===== src/rtl/game_flow_pkg.sv =====
// Shared types for the game flow controller: FSM states, screen codes, level index width.
package game_flow_pkg;

    localparam int unsigned LevelW = 3;

    typedef logic [LevelW-1:0] level_t;

    typedef enum logic [2:0] {
        StTitle,
        StLoad,
        StPlay,
        StResult,
        StEnd
    } state_e;

    localparam logic [1:0] ScreenTitle  = 2'd0;
    localparam logic [1:0] ScreenPlay   = 2'd1;
    localparam logic [1:0] ScreenResult = 2'd2;
    localparam logic [1:0] ScreenEnd    = 2'd3;

    // LOAD shows the play screen so the display is ready before the datapath starts.
    function automatic logic [1:0] screen_of(state_e s);
        logic [1:0] sel;
        sel = ScreenTitle;
        unique case (s)
            StTitle:  sel = ScreenTitle;
            StLoad:   sel = ScreenPlay;
            StPlay:   sel = ScreenPlay;
            StResult: sel = ScreenResult;
            StEnd:    sel = ScreenEnd;
            default:  sel = ScreenTitle;
        endcase
        return sel;
    endfunction

endpackage


===== src/rtl/rising_edge_detect.sv =====
// Pushbutton press detector: one-cycle pulse on a 0->1 transition of a synchronous level.
module rising_edge_detect (
    input  logic clk_i,
    input  logic rst_ni,
    input  logic level_i,
    output logic rise_o
);

    logic prev_q;
    logic armed_q;

    // armed_q stays low until the key has been seen released once after reset,
    // so a key held through reset release never yields a press.
    always_ff @(posedge clk_i or negedge rst_ni) begin
        if (!rst_ni) begin
            prev_q  <= 1'b0;
            armed_q <= 1'b0;
        end else begin
            prev_q  <= level_i;
            armed_q <= armed_q | ~level_i;
        end
    end

    assign rise_o = level_i & ~prev_q & armed_q;

endmodule


===== src/rtl/game_flow_controller.sv =====
// Game sequencing FSM: title, level load, play, timed result screen and end screen.
module game_flow_controller
    import game_flow_pkg::*;
#(
    parameter int unsigned NUM_LEVELS  = 4,
    parameter int unsigned SCREEN_SECS = 3
) (
    input  logic        clk,
    input  logic        resetN,
    input  logic        startKey,
    input  logic        oneSecPulse,
    input  logic        startOfFrame,
    input  logic        stageEnded,
    input  logic        stageFailed,
    output logic        levelEnable,
    output logic        cycleLevel,
    output logic [2:0]  levelIndex,
    output logic [1:0]  screenSel,
    output logic        resultWin,
    output logic        gameOver
);

    localparam level_t     LastLevel  = level_t'(NUM_LEVELS - 1);
    localparam logic [3:0] ScreenInit = 4'(SCREEN_SECS);

    state_e     state_q, state_d;
    logic       level_enable_q, level_enable_d;
    logic       cycle_level_q, cycle_level_d;
    level_t     level_index_q, level_index_d;
    logic [1:0] screen_sel_q, screen_sel_d;
    logic       result_win_q, result_win_d;
    logic       game_over_q, game_over_d;
    logic [3:0] count_q, count_d;
    logic       entry_q, entry_d;
    logic       press;

    rising_edge_detect u_press (
        .clk_i   (clk),
        .rst_ni  (resetN),
        .level_i (startKey),
        .rise_o  (press)
    );

    always_comb begin
        state_d       = state_q;
        cycle_level_d = 1'b0;
        level_index_d = level_index_q;
        result_win_d  = result_win_q;
        game_over_d   = game_over_q;
        count_d       = count_q;
        entry_d       = 1'b0;

        unique case (state_q)
            StTitle: begin
                if (press) begin
                    level_index_d = '0;
                    result_win_d  = 1'b0;
                    game_over_d   = 1'b0;
                    state_d       = StLoad;
                end
            end
            StLoad: begin
                if (startOfFrame) begin
                    state_d = StPlay;
                end
            end
            StPlay: begin
                if (stageEnded) begin
                    result_win_d = ~stageFailed;
                    count_d      = ScreenInit;
                    entry_d      = 1'b1;
                    state_d      = StResult;
                end
            end
            StResult: begin
                // entry_q masks the first RESULT cycle so a tick coinciding with entry is dropped.
                if (press || (!entry_q && count_q == 4'd0)) begin
                    count_d = 4'd0;
                    if (!result_win_q) begin
                        game_over_d = 1'b1;
                        state_d     = StEnd;
                    end else if (level_index_q < LastLevel) begin
                        cycle_level_d = 1'b1;
                        level_index_d = level_index_q + level_t'(1);
                        state_d       = StLoad;
                    end else begin
                        game_over_d = 1'b0;
                        state_d     = StEnd;
                    end
                end else if (oneSecPulse && !entry_q && count_q != 4'd0) begin
                    count_d = count_q - 4'd1;
                end
            end
            StEnd: begin
                if (press) begin
                    game_over_d = 1'b0;
                    state_d     = StTitle;
                end
            end
            default: state_d = StTitle;
        endcase

        level_enable_d = (state_d == StPlay);
        screen_sel_d   = screen_of(state_d);
    end

    always_ff @(posedge clk or negedge resetN) begin
        if (!resetN) begin
            state_q        <= StTitle;
            level_enable_q <= 1'b0;
            cycle_level_q  <= 1'b0;
            level_index_q  <= '0;
            screen_sel_q   <= ScreenTitle;
            result_win_q   <= 1'b0;
            game_over_q    <= 1'b0;
            count_q        <= 4'd0;
            entry_q        <= 1'b0;
        end else begin
            state_q        <= state_d;
            level_enable_q <= level_enable_d;
            cycle_level_q  <= cycle_level_d;
            level_index_q  <= level_index_d;
            screen_sel_q   <= screen_sel_d;
            result_win_q   <= result_win_d;
            game_over_q    <= game_over_d;
            count_q        <= count_d;
            entry_q        <= entry_d;
        end
    end

    assign levelEnable = level_enable_q;
    assign cycleLevel  = cycle_level_q;
    assign levelIndex  = level_index_q;
    assign screenSel   = screen_sel_q;
    assign resultWin   = result_win_q;
    assign gameOver    = game_over_q;

endmodule


===== config.mk =====
export PLATFORM = sky130hd
export DESIGN_NAME = game_flow_controller
export DESIGN_NICKNAME = d
export VERILOG_FILES = /design/src/rtl/game_flow_pkg.sv /design/src/rtl/rising_edge_detect.sv /design/src/rtl/game_flow_controller.sv
export SDC_FILE = /design/constraint.sdc
export NUM_CORES = 1
export LEC_CHECK = 0
export CAP_MARGIN = 10
export CORE_MARGIN = 2
export CORE_UTILIZATION = 35
export CTS_CLUSTER_DIAMETER = 50
export DETAILED_ROUTE_END_ITERATION = 16
export GPL_TIMING_DRIVEN = 0
export HOLD_SLACK_MARGIN = 0.03
export PLACE_DENSITY = 0.61
export SLEW_MARGIN = 10
export SYNTH_ARGS = -nofsm -noshare
export SYNTH_HDL_FRONTEND = slang
export SYNTH_SLANG_ARGS = --single-unit

===== constraint.sdc =====
create_clock -name clk -period 2.3 [get_ports clk]
set_input_delay 0.23 -clock clk [delete_from_list [all_inputs] [get_ports clk]]
set_output_delay 0.23 -clock clk [all_outputs]
set_load 0.02 [all_outputs]

## Word level (Yosys, flattened, before mapping)

Cells that the tools add are included.

| operators by class | value |
|---|---|
| add/sub/neg operators | 2 |
| $lt $le $gt $ge | 1 |
| equal/unequal tests | 16 |
| multiplexer cells | 31 |
| bitwise logic cells | 6 |
| reduce and logical (&&, ||, !) cells | 18 |

Operators by type and width:

| cell | number |
|---|---|
| $mux W3 | 11 |
| $pmux W3 S5 | 1 |
| $eq A3 B2 Y1 const B | 4 |
| $mux W4 | 3 |
| $mux W1 | 11 |
| $ne A2 B2 Y1 const B | 5 |
| $pmux W4 S2 | 1 |
| $reduce_bool A2 Y1 | 4 |
| $eq A3 B1 Y1 const B | 2 |
| $eq A3 B3 Y1 const B | 2 |
| $ne A3 B3 Y1 const B | 2 |
| $pmux W2 S3 | 1 |
| $pmux W3 S2 | 1 |
| $reduce_and A3 Y1 | 2 |
| $reduce_and A5 Y1 | 1 |
| $logic_not A4 Y1 | 1 |
| $pmux W1 S2 | 2 |
| $reduce_and A4 Y1 | 1 |
| $reduce_bool A4 Y1 | 1 |
| $reduce_or A2 Y1 | 2 |
| $sub A4 B1 Y4 const B | 1 |
| $add A3 B1 Y3 const B | 1 |
| $logic_and A1 B1 Y1 | 3 |
| $logic_not A3 Y1 | 1 |
| other kinds (7) | 10 |

| storage, ports and cells | value |
|---|---|
| register bits | 19 |
| bits of input ports | 7 |
| output and inout port bits | 9 |
| logic and storage cells | 85 |

## Depth between registers and ports, before layout

| logic depth | value |
|---|---|
| word-level depth | 9 |
| gate-level depth with buffers | 8 |
| mapped depth without buffers | 7 |

## Hierarchy

Synthesis repeated with hierarchy kept, for this count alone.

| second synthesis, totals | value |
|---|---|
| cell total of the unflattened synthesis | 96 |
| area total of the unflattened synthesis | 954.7 um^2 |

By module, submodules not included:

| module | instances | cells each | area an instance (um^2) | sequential area each (um^2) |
|---|---|---|---|---|
| game_flow_controller | 1 | 92 | 889.6 | 425.4 |
| rising_edge_detect | 1 | 4 | 65.1 | 50.0 |

## Worst setup path after synthesis

No wires, ideal clock.

| timing | value |
|---|---|
| kind | register to register |
| from | reg count_q[0] |
| to | reg screen_sel_q[1], in the netlist screenSel[1] |
| setup time | 119 ps |
| arrival | 1,492 ps |
| data required time | 2,181 ps |
| slack | 689 ps |
| cell stages (with the launch flop) | 8 |
| path buffers | 0 |
| period minus slack after synthesis | 1,611 ps |
| cell sequence | dfrtp_1 inv_1 ha_1 nand2b_1 o31a_1 o21ai_0 o211ai_1 a21bo_2 |

| between the ends | value |
|---|---|
| cells in the longest elaborated chain, start to end | 8 |
| elaborated cells between the ends (all ways) | 11 |

RTL lines:

| element | RTL line | RTL |
|---|---|---|
| start: declaration | game_flow_controller.sv:33 | `logic [3:0] count_q, count_d;` |
| start signal: assignment | game_flow_controller.sv:126 | `count_q <= count_d;` |
| $logic_not A4 Y1 * | game_flow_controller.sv:77 | `if (press \|\| (!entry_q && count_q == 4'd0)) begin` |
| $logic_and A1 B1 Y1 * | game_flow_controller.sv:77 |  |
| $logic_or A1 B1 Y1 * | game_flow_controller.sv:77 |  |
| $mux W3 * | game_flow_controller.sv:77 |  |
| $pmux W3 S5 * | game_flow_controller.sv:53 | `unique case (state_q)` |
| net state_d[0] | game_flow_controller.sv:26 | `state_e state_q, state_d;` |
| $eq A3 B2 Y1 or $eq A3 B1 Y1 (tied branches) | game_flow_pkg.sv:25 | `unique case (s)` |
| $reduce_or A2 Y1 (no line) | n/a |  |
| $pmux W2 S3 * | game_flow_pkg.sv:25 |  |
| net screen_sel_d[1] | game_flow_controller.sv:30 | `logic [1:0] screen_sel_q, screen_sel_d;` |
| end signal: assignment | game_flow_controller.sv:113 | `screen_sel_q <= ScreenTitle;` |
| end signal: assignment | game_flow_controller.sv:123 | `screen_sel_q <= screen_sel_d;` |
| end: declaration | game_flow_controller.sv:30 |  |

Mark *: on every way through the listed nets, which the timed path passes. The rest lies on a longest branch.
A chain may end at the register's enable or synchronous reset.

## Final worst setup path

| timing | value |
|---|---|
| from | reg count_q[0] |
| to | reg level_index_q[0], in the netlist levelIndex[0] |

| between the ends | value |
|---|---|
| cells in the longest elaborated chain, start to end | 5 |

RTL lines:

| element | RTL line | RTL |
|---|---|---|
| $logic_not A4 Y1 | game_flow_controller.sv:77 |  |
| $logic_and A1 B1 Y1 | game_flow_controller.sv:77 |  |
| $logic_or A1 B1 Y1 | game_flow_controller.sv:77 |  |
| $ne A2 B2 Y1 (no line) | n/a |  |
| $reduce_and A5 Y1 (no line) | n/a |  |
| end signal: assignment | game_flow_controller.sv:122 | `level_index_q <= level_index_d;` |
| end: declaration | game_flow_controller.sv:29 | `level_t level_index_q, level_index_d;` |

Every way passes these cells.

==> run metrics <==
GR met1 Demand/Resource=18.2%; Post-layout nets=123; overall die area=3130 um2; clock net sink count=19; number of design rule violations left after detail routing=0; Min-Delay Path Class=primary input to asynchronous set/reset pin; final worst-path cycle share=81.7%; worst-case setup slack after placement=0.276 ns; largest net degree at the start of global routing=20; maximum clock path buffer count=2; count of flip-flops with a built-in enable after synthesis=0; number of buffers added by the clock tree synthesis step=3; sum of net half-perimeters after detailed placement=1.42 mm; worst path arrival time=2.10 ns; antenna cell count=0; vias in the first global route=749; total congestion overflow after global routing=0; clock tree from TritonCTS=yes; sequential fraction of the synthesis area=50.3%; Via-to-Cell Ratio=5.52; number of hold violations in the final report=0; H-tree Lvls=1; iteration count of the initial detailed-routing pass=4; min Tclk post-route=1.88 ns; detail-routed net length per standard cell=13.7 um; most area-consuming cells after synthesis=sky130_fd_sc_hd__dfrtp_1 (50%), sky130_fd_sc_hd__a21oi_1 (4.2%), sky130_fd_sc_hd__o21ai_0 (3.7%); Worst Clk Skew=0.00333 ns; Critical path origin=count_q[0]; critical path's largest stage delay=0.43 ns; global placement routability congestion=0.768; data required time of the critical path=2.52 ns; post-synthesis register bit count=19; Area Overhead vs Synth=22.6%; number of antenna-violating nets in the routed design=0; Buffers on Ports=15; layer carrying the most global-route usage=met2; result of the run=finished clean; category of the critical setup timing path=flop to flop; root buffer selected by CTS=sky130_fd_sc_hd__clkbuf_4; number of antenna violations at the first check in global routing=0; syn nets=103; met2 layer usage reported by global route=21.6%; highest fanout seen on the critical path=10; number of buffers inserted by post-CTS setup repair=0; post-cts repair resize count=0; R2R Setup Slk=0.42 ns; Register-to-Register Path Depth=8; Setup crit end kind=flop; CTS clock-pin slew for the worst setup and hold paths=0.11 ns; global routing usage on met3=4.88%; maximum ir drop on the vdd rail=0.000573 V; cell area after synthesis=945 um2; # hold bufs at CTS=0; layout cell share with drive strength beyond 1=8.85%; Max Clock Freq=0.532 GHz; Core Rows=18; number of inserted filler cells in the final layout=261; predominant post-synthesis flop cell=sky130_fd_sc_hd__dfrtp_1; final count of negative-setup-slack endpoints=0; cell type of the slowest stage on the worst timing path=sky130_fd_sc_hd__dfrtp_1; Worst R2R Start=count_q[0]; overall track demand over capacity in global routing=13.7%; number of standard cells after synthesis=94; sequential cell area=475 um2; first-pass GRT wire length=3.44 mm; cells traversed along the worst timing path=inv_1 -> ha_1 -> nand2b_1 -> o31ai_1 -> buf_2 -> o21a_1 -> mux2i_1 -> o21ai_0; setup repair after global routing missed its margin=no; Async SR Flop Fraction=100%; Post-Synthesis Mean Instance Area=10.0 um2; clock network latency to the later pin of the worst-skew pair=0.30 ns; number of unique standard cell types used by synthesis=34; slew at the pin with the worst max-slew slack=0.863 ns; top cell type by total area after synthesis=sky130_fd_sc_hd__dfrtp_1; leakage power summed over all cells=0.498 nW; multi-input gate area in the final layout=413 um2; aggregate negative setup slack=0 ns; share of the synthesized area in the top cell type=50.3%; worst path setup slack after routing=0.421 ns; width of the die=56.0 um; number of maximum-capacitance constraint violations=0; startpoint type of the worst setup path=flop; Critical R2R Capture=levelIndex[0]; Max-Slew Margin vs Limit=42.3%; number of vias after detailed routing=789; y dimension of the die=56.0 um; Initial Utilization=37.5%; capture point of the worst path=levelIndex[0]; wire length reported by the detailed router=1.95 mm; yosys warns=0; Pwr per Cell Area=1220 nW/um2; number of violations reported at the end of detailed-routing iteration 0=18; ports placed on the boundary=16; number of slew-limit violations in the final report=0; Std-Cell Core Area=2520 um2
-- area by class of cell --
cell class                      count  share of cell area, %
Tap cell                           30                   3.24
Multi-Input combinational cell     65                   35.6
Timing Repair Buffer               15                   13.0
Clock buffer                        4                   2.27
Buffer                              5                   3.24
Inverter                            5                   1.62
Sequential cell                    19                   41.0
-- sequential cells by signal (all words and copies together), names as in the netlist --
| register | cells |
|---|---|
| cycleLevel | 1 |
| count_q | 4 |
| u_press.armed_q | 1 |
| state_q | 3 |
| levelIndex | 3 |
| u_press.prev_q | 1 |
| screenSel | 2 |
| resultWin | 1 |
| gameOver | 1 |
| entry_q | 1 |
| levelEnable | 1 |
-- critical path: cells and delay by family (launching register included) --
family / cells / cell delay (ns)
AO/OA/AOI/OAI: 3 / 0.67
flip-flops: 1 / 0.43
buffers and inverters: 2 / 0.35
adder cells (fa/ha/maj): 1 / 0.17
AND/OR/NAND/NOR: 1 / 0.11
multiplexers: 1 / 0.06
-- metal layers --
layer | wire length [um] | part of all wire [%] | up-vias
li1 | - | - | 382
met2 | 881 | 45 | 19
met1 | 965 | 49 | 386
met5 | 0 | 0 | -
met3 | 97 | 5.0 | 2
met4 | 9 | 0.46 | 0
-- cells in the final DEF (no fill, tap or decap), drive strengths merged, types with 3 or more instances in the layout --
cell type and instances:
dfrtp 19, nor2 6, a21oi 8, nand2 7
mux2i 3, buf 4, o21ai 7, clkbuf 5
clkdlybuf4s50 15, inv 5
-- worst min-delay path by stage --
stage,start,end,slack [ns]
3_5_place_dp,u_press.armed_q,u_press.armed_q,0.45
6_report,resetN,count_q[1],0.41
4_1_cts,startKey,u_press.prev_q,0.41
3_3_place_gp,u_press.armed_q,u_press.armed_q,0.45
2_1_floorplan,resetN,count_q[0],-0.07
5_1_grt,startKey,u_press.prev_q,0.42
-- Yosys cell counts (2+ instances only) --
cell type / number
sky130_fd_sc_hd__dfrtp_1: 19
sky130_fd_sc_hd__a21oi_1: 8
sky130_fd_sc_hd__o21ai_0: 7
sky130_fd_sc_hd__nand2_1: 6
sky130_fd_sc_hd__nor2_1: 6
sky130_fd_sc_hd__inv_1: 5
sky130_fd_sc_hd__mux2i_1: 3
sky130_fd_sc_hd__a311oi_1: 2
sky130_fd_sc_hd__and3_1: 2
sky130_fd_sc_hd__buf_2: 2
sky130_fd_sc_hd__buf_6: 2
sky130_fd_sc_hd__ha_1: 2
sky130_fd_sc_hd__nand2b_1: 2
sky130_fd_sc_hd__nand3b_1: 2
sky130_fd_sc_hd__nor3_1: 2
sky130_fd_sc_hd__nor4_1: 2
sky130_fd_sc_hd__o21a_1: 2
sky130_fd_sc_hd__o31a_1: 2
sky130_fd_sc_hd__o31ai_1: 2
sky130_fd_sc_hd__or4_1: 2
-- where the power goes --
| group | switching (W) | internal [W] |
|---|---|---|
| clock | 0.000102 | 0.0000676 |
| combinational | 0.000406 | 0.000321 |
| sequential | 0.0000686 | 0.000445 |
-- through the flow --
step	instance area [um2]	power, W	utilization [%]	instances	hold slack (ns)
global route	1160	0.00153	45.9	143	0.422
CTS	1160	0.00142	45.9	143	0.413
floorplan	945	0.00101	-	94	-0.0656
detailed placement	1130	0.00125	44.9	139	0.453
finish	1160	0.00141	45.9	143	0.411
global placement	1130	0.00123	44.9	139	0.454
-- logic make-up after synthesis --
group / count (synthesis) / share of synthesized area, %
AOI/OAI and AO/OA: 31 / 21.7
adders and majority gates: 2 / 2.65
buffers and inverters: 10 / 5.96
DFF: 19 / 50.3
muxes: 3 / 3.18
and+or+nand+nor: 29 / 16.2
Power figures use the tool's default switching activity.
